## src/rtl/axis_packet_gen.sv

```systemverilog
// AXI-Stream packet burst generator: emits pkt_num packets of pkt_len bytes separated by gap idle cycles.
// Optional macro PKTGEN_PRBS_EN replaces the incrementing payload with a replicated 32-bit LFSR.
module axis_packet_gen #(
  parameter int DW    = 512,
  parameter int GAP_W = 8
) (
  input  logic              clk,
  input  logic              resetn,
  input  logic              start,
  input  logic [15:0]       pkt_len,
  input  logic [15:0]       pkt_num,
  input  logic [GAP_W-1:0]  gap,
  output logic              busy,
  output logic              done,
  output logic [15:0]       pkts_sent,
  output logic [DW-1:0]     axis_out_tdata,
  output logic [DW/8-1:0]   axis_out_tkeep,
  output logic              axis_out_tlast,
  output logic              axis_out_tvalid,
  input  logic              axis_out_tready
);

  localparam int               BPB     = DW / 8;
  localparam logic [15:0]      BPB16   = 16'(BPB);
  localparam logic [7:0]       BPB8    = 8'(BPB);
  localparam logic [GAP_W-1:0] GAP_ONE = 1;

  typedef enum logic [1:0] {IDLE, SEND, GAP, DONE} state_t;

  state_t           r_state, w_next;
  logic [15:0]      r_len, r_num, r_rem, r_pkts;
  logic [7:0]       r_off;
  logic [GAP_W-1:0] r_gap, r_gcnt;
  logic             w_xfer, w_last;
  logic [15:0]      w_pkts_nxt, w_len_eff;

  assign w_xfer     = axis_out_tvalid & axis_out_tready;
  assign w_last     = (r_rem <= BPB16);
  assign w_pkts_nxt = r_pkts + 16'd1;
  assign w_len_eff  = (pkt_len == 16'd0) ? 16'd1 : pkt_len;

  always_ff @(posedge clk) begin
    if (!resetn) r_state <= IDLE;
    else         r_state <= w_next;
  end

  always_comb begin
    w_next = r_state;
    case (r_state)
      IDLE: if (start) w_next = (pkt_num == 16'd0) ? DONE : SEND;
      SEND: if (w_xfer && w_last) begin
        if (w_pkts_nxt == r_num)  w_next = DONE;
        else if (r_gap != '0)     w_next = GAP;
      end
      GAP:  if (r_gcnt == GAP_ONE) w_next = SEND;
      DONE: w_next = IDLE;
      default: w_next = IDLE;
    endcase
  end

  // r_rem counts bytes still owed in the current packet; r_off is the payload byte offset mod 256
  always_ff @(posedge clk) begin
    if (!resetn) begin
      r_pkts <= 16'd0;
    end else begin
      case (r_state)
        IDLE: if (start) begin
          r_len  <= w_len_eff;
          r_rem  <= w_len_eff;
          r_off  <= 8'd0;
          r_num  <= pkt_num;
          r_gap  <= gap;
          r_pkts <= 16'd0;
        end
        SEND: if (w_xfer) begin
          if (w_last) begin
            r_pkts <= w_pkts_nxt;
            r_rem  <= r_len;
            r_off  <= 8'd0;
            r_gcnt <= r_gap;
          end else begin
            r_rem  <= r_rem - BPB16;
            r_off  <= r_off + BPB8;
          end
        end
        GAP:  r_gcnt <= r_gcnt - GAP_ONE;
        default: ;
      endcase
    end
  end

`ifdef PKTGEN_PRBS_EN
  logic [31:0] r_lfsr;

  function automatic logic [31:0] lfsr_step(input logic [31:0] s);
    return {s[30:0], s[31] ^ s[21] ^ s[1] ^ s[0]};
  endfunction

  always_ff @(posedge clk) begin
    if (!resetn || (r_state == IDLE && start)) r_lfsr <= 32'hFFFF_FFFF;
    else if (w_xfer)                           r_lfsr <= lfsr_step(r_lfsr);
  end
`endif

  assign axis_out_tvalid = (r_state == SEND);
  assign axis_out_tlast  = axis_out_tvalid & w_last;
  assign busy            = (r_state != IDLE);
  assign done            = (r_state == DONE);
  assign pkts_sent       = r_pkts;

  always_comb begin
    axis_out_tkeep = '0;
    axis_out_tdata = '0;
    if (axis_out_tvalid) begin
      for (int j = 0; j < BPB; j++) begin
        axis_out_tkeep[j] = (16'(j) < r_rem);
        if (axis_out_tkeep[j]) begin
`ifdef PKTGEN_PRBS_EN
          axis_out_tdata[8*j +: 8] = r_lfsr[8*(j%4) +: 8];
`else
          axis_out_tdata[8*j +: 8] = r_off + 8'(j);
`endif
        end
      end
    end
  end

endmodule

```

## config.mk

```make
export PLATFORM = sky130hd
export DESIGN_NAME = axis_packet_gen
export DESIGN_NICKNAME = d
export VERILOG_FILES = /design/src/rtl/axis_packet_gen.sv
export SDC_FILE = /design/constraint.sdc
export NUM_CORES = 1
export LEC_CHECK = 0
export BUFFER_PORTS_ARGS = -buffer_cell sky130_fd_sc_hd__buf_2
export CORE_AREA = 3 3 245 247
export DETAILED_ROUTE_END_ITERATION = 8
export DIE_AREA = 0 0 248 250
export SYNTH_ARGS = -nofsm -noshare
export SYNTH_HDL_FRONTEND = slang
export SYNTH_SLANG_ARGS = --single-unit
export TNS_END_PERCENT = 10
```

## constraint.sdc

```tcl
create_clock -name clk -period 3.1 [get_ports clk]
set_input_delay 0.155 -clock clk [delete_from_list [all_inputs] [get_ports clk]]
set_output_delay 0.155 -clock clk [all_outputs]
set_load 0.02 [all_outputs]
```

-- Yosys cells after proc, flatten, opt, wreduce, memory -nomap -nowiden
Index checks and enable logic that the tools add are counted.
- bits in registers: 90
- output and inout port bits: 596
- word-level logic and storage cells: 255
- $add $sub $neg: 67
- magnitude comparators: 65
- equal/unequal tests: 11
- multiplexer cells: 89
- bitwise logic cells: 2
- reductions and logical operators: 13
- operators with widths (cell ; count):
    8-bit 2-to-1 mux ; 69
    6-bit by 16-bit less-than comparator with 1-bit output, first input constant ; 32
    512-bit 2-to-1 mux ; 1
    8-bit by 6-bit adder with 8-bit output, second input constant ; 32
    5-bit by 16-bit less-than comparator with 1-bit output, first input constant ; 16
    8-bit by 5-bit adder with 8-bit output, second input constant ; 16
    4-bit by 16-bit less-than comparator with 1-bit output, first input constant ; 8
    16-bit 2-to-1 mux ; 7
    8-bit by 4-bit adder with 8-bit output, second input constant ; 8
    3-bit by 16-bit less-than comparator with 1-bit output, first input constant ; 4
    64-bit 2-to-1 mux ; 1
    16-bit one-hot mux with 2 select lines ; 2
    8-bit by 3-bit adder with 8-bit output, second input constant ; 4
    16-bit zero test ; 2
    1-bit by 16-bit less-than comparator with 1-bit output, first input constant ; 2
    2-bit by 16-bit less-than comparator with 1-bit output, first input constant ; 2
    8-bit one-hot mux with 2 select lines ; 2
    16-bit by 1-bit adder with 16-bit output, second input constant ; 1
    8-bit by 2-bit adder with 8-bit output, second input constant ; 2
    16-bit == test ; 1
    16-bit by 7-bit less-or-equal comparator with 1-bit output, second input constant ; 1
    4-bit AND reduction ; 4
    16-bit by 7-bit subtractor with 16-bit output, second input constant ; 1
    2-bit 2-to-1 mux ; 6
    other kinds (16) ; 23

-- Logic depth before layout (Yosys ltp)
- depth after elaboration: 5
- mapped depth: 12
- mapped depth without buffers: 9

-- Worst setup path after synthesis
Ideal clock, no wire load.
- path type: register to output
- start: register r_off[0]
- end: output port axis_out_tdata[318]
- arrival time: 2738 ps
- setup slack: 207 ps
- cell stages (with the launch flop): 13
- buffers on the path: 5
- cell sequence: edfxtp_1 clkbuf_1 clkbuf_1 clkinv_1 clkbuf_1 ha_1 clkbuf_1 nor2b_1 or2_2 clkbuf_1 a21oi_1 xor2_1 nor2_1
- cells in the longest elaborated chain, start to end: 3
- ends and longest elaborated chain (item ; line ; RTL):
    from (decl) ; 32 ; logic [7:0] r_off;
    from (signal assigned) ; 83 ; r_off <= r_off + BPB8;
    8-bit by 6-bit adder with 8-bit output ; 121 ; axis_out_tdata[8*j +: 8] = r_off + 8'(j);
    8-bit 2-to-1 mux ; 117 ; if (axis_out_tkeep[j]) begin
    512-bit 2-to-1 mux ; 114 ; if (axis_out_tvalid) begin
    to (decl) ; 16 ; output logic [DW-1:0] axis_out_tdata,
Every way passes these cells.

-- Final worst setup path
- start: register r_off[2]
- end: output port axis_out_tdata[93]
- cells in the longest elaborated chain, start to end: 3
- ends and longest elaborated chain (item ; line):
    8-bit by 4-bit adder with 8-bit output ; 121
    8-bit 2-to-1 mux ; 117
    512-bit 2-to-1 mux ; 114
Every way passes these cells.

==> results.py <==
metrics = {
    "detailed_routing": {
        "via_per_inst": 4.645,
        "dr_wl_met3_um": 8003,
        "drt-initial-drc-count": 1124,
        "wl_um": 77560,
        "drt-pass1-iter-count": 8,
        "wl_met2_um": 36110,
        "drc": 0,
        "vias": 14400,
        "wl_met1_um": 30630,
        "ant_nets": 0,
        "wl_per_cell_um": 25.03,
        "top_layer": "met5",
    },
    "worst_setup_path": {
        "critPathRequiredTime_ns": 2.94,
        "reg2reg_slack_ns": 0.38,
        "cpPeakStageDelay_ns": 0.50,
        "cp-end-kind": "primary output",
        "worst-path-buf-inv": 2,
        "crit_arrival_ns": 2.84,
        "cpLargestDelayFamily": "buffers and inverters",
        "cp_max_fo": 23,
        "crit_type": "flip-flop to primary output",
        "cpMaxStageDelayCell": "ha_1",
        "start_kind": "flip-flop",
        "critical_path.cell_chain": "buf_4 > ha_1 > a21o_1 > a21oi_1 > xnor2_1 > nor2b_1 > buf_2",
        "r2r-end": "r_rem[0]",
        "reg2reg_from": "r_rem[0]",
        "r2r_cells": 7,
    },
    "yosys": {
        "synth_top_cell_area_share_pct": 19.71,
        "synth.most_common_cell": "nor2_1",
        "syn_area_um2": 10970,
        "synth.largest_area_cell": "edfxtp_1",
        "yosys-top-cells-count": "nor2_1, xnor2_1, nand2_1",
        "yosys.cell_types.count": 67,
        "avgSynthCellArea_um2": 6.665,
        "ys.warnings.count": 0,
        "synth_cells": 1646,
        "ys_seq_area_share_pct": 22.99,
        "synthArstFlopShare_pct": 0,
        "ys_ff_latch": 90,
        "synth_edf_count": 72,
        "synth_area_leaders": "edfxtp_1, nor2_1, xnor2_1, xor2_1, a21oi_1",
        "ys.flop_type": "edfxtp_1",
        "syn-num-nets": 1717,
    },
    "sta": {
        "max_freq_mhz": 334.0,
        "max-slew-margin-rel_pct": 23.49,
        "fin_ws_ns": 0.1058,
        "tightest_slew_ns": 1.148,
        "fin_crit_ns": 2.994,
        "rsz0062_at_grt": "yes",
        "slew_violations": 0,
        "finalCritPeriodShare_pct": 96.59,
        "clock_skew_ns": 0.01052,
        "setup_violations": 0,
        "hold_violations": 0,
    },
    "power": {
        "p_leak_nw": 8.068,
        "power.density_nw_per_um2": 456.3,
        "peakVddDrop_v": 0.0002635,
        "power_mw": 7.489,
    },
    "min_path": {
        "holdPathStages": 1,
        "holdCritPathClass": "primary input to flip-flop",
        "min_to": "r_len[13]",
        "min_from": "pkt_len[13]",
    },
    "die": {
        "initial_core_util_pct": 18.98,
        "die_h_um": 250,
        "io_pins": 640,
        "die_w_um": 248,
        "dieArea_um2": 62000,
        "core-area_um2": 57810,
        "rows": 88,
    },
    "cells_and_area": {
        "nFillCells": 6551,
        "post_layout_nonfiller_instances": 3099,
        "ff_latch_area_um2": 2522,
        "areaGrowthSynthToFinish_pct": 49.60,
        "nets": 2396,
        "design_area_um2": 16410,
        "fin_util_pct": 28.39,
        "drive_gt1_share_pct": 37.77,
        "multiInputGateArea_um2": 7727,
    },
    "cts": {
        "cts_buffers": 9,
        "cts_max_path_buffers": 2,
        "h-tree-depth": 3,
        "clock-root-buffer": "clkbuf_16",
        "cts_tree": "built",
        "path_clk_slew_ns": 0.08,
        "clk_latency_ns": 0.36,
        "numClockSinks": 90,
    },
    "grt": {
        "grt_use_total_pct": 23.60,
        "antenna_found_initial": 11,
        "grt_overflow": 0,
        "grt_pass1_vias": 13780,
        "grt_max_degree": 61,
        "grt_first_pass_wirelength_um": 104800,
    },
    "place": {
        "place_area_um2": 15700,
        "gp_congestion": 0.9213,
        "placed_cells_incl_taps": 3050,
        "dp_hpwl_um": 60010,
        "place_ws_ns": 0.1517,
        "port_buffers": 639,
    },
    "run": {
        "maxCapViolCount": 0,
    },
    "run_status": {
        "outcome": "finished clean",
    },
}
## metal layers
metal / up-vias / GRT usage, %
met5: - / 0
met4: 14 / 7.921
met3: 128 / 7.661
met2: 763 / 39.22
met1: 6837 / 28.52
li1: 6653 / -
## sequential cells by signal, summed over array words and instances, names as in the netlist
register,count
pkts_sent,16
r_gap,8
r_gcnt,8
r_len,16
r_num,16
r_off,8
r_rem,16
r_state,2
## final cells by class
type | count | share of cell area (%)
repair buffers | 803 | 27.86
clock buffers | 9 | 1.372
inverters | 82 | 1.906
clock inverters | 7 | 0.5108
diodes | 4 | 0.06099
well taps | 765 | 5.832
multi-input cells | 1339 | 47.08
flip-flops and latches | 90 | 15.37
## per-stage QoR
step                hold slack [ns]  setup TNS (ns)
finish                      0.01172               0
global route               0.004193        -0.03739
CTS                        0.001494               0
detailed placement           0.3331               0
global placement             0.3323               0
floorplan                    0.2539               0
## how the worst max path moves through the flow
stage          startpoint             endpoint  slack (ns)  cells after the start
2_1_floorplan    r_off[0]  axis_out_tdata[318]        0.21                     12
3_3_place_gp     r_rem[9]  axis_out_tdata[198]        0.18                      8
3_5_place_dp     r_rem[9]  axis_out_tdata[198]        0.15                      8
4_1_cts         r_rem[10]   axis_out_tdata[12]        0.01                      8
5_1_grt         r_rem[10]  axis_out_tdata[419]       -0.03                      9
6_report         r_off[2]   axis_out_tdata[93]        0.11                      7
## cell usage in the layout (no fill, tap or decap), drive strengths merged, types with 28 or more instances in the layout
master	synthesis	routed
xor2	91	91
o21ai	85	85
a21oi	110	110
and2	28	28
nand2	110	110
nor2b	47	47
nand3	28	28
buf	36	777
inv	80	84
nor2	512	512
xnor2	142	142
edfxtp	72	72
## worst reg2reg max path: stages, from the launching register on
cell and delay, ns:
edfxtp_1 0.51, nor4_1 0.50, a31oi_1 0.14, and3b_1 0.41, nand3_1 0.17, a21o_1 0.37
nor2_1 0.17, buf_4 0.17
## kinds of logic (layout without fill, tap and decap cells)
family / after synthesis / in the layout / share of synthesized area (%)
mux: 3 / 3 / 0.3079
xor+xnor: 233 / 233 / 18.60
other cells: 0 / 4 / 0
buf+inv: 217 / 901 / 7.721
flops: 90 / 90 / 22.99
simple gates: 830 / 830 / 33.23
fa+ha+maj: 27 / 27 / 3.079
compound gates: 246 / 246 / 14.06
## power breakdown
| part | total [mW] | switching (mW) | internal [mW] |
|---|---|---|---|
| Combinational | 4.93 | 3.50 | 1.43 |
| Clock | 1.16 | 0.522 | 0.643 |
| Sequential | 1.39 | 0.0309 | 1.36 |
| Total | 7.49 | 4.05 | 3.44 |
## repair_timing
| item | in CTS | in global routing |
|---|---|---|
| endpoints found under the hold margin | 26 | 0 |
| setup buffers | 2 | 1 |
| endpoints found under the setup margin | 64 | 211 |
| hold buffers | 26 | 0 |
| resized for setup | 11 | 12 |
Note: power is estimated with default switching activity, not from simulation.
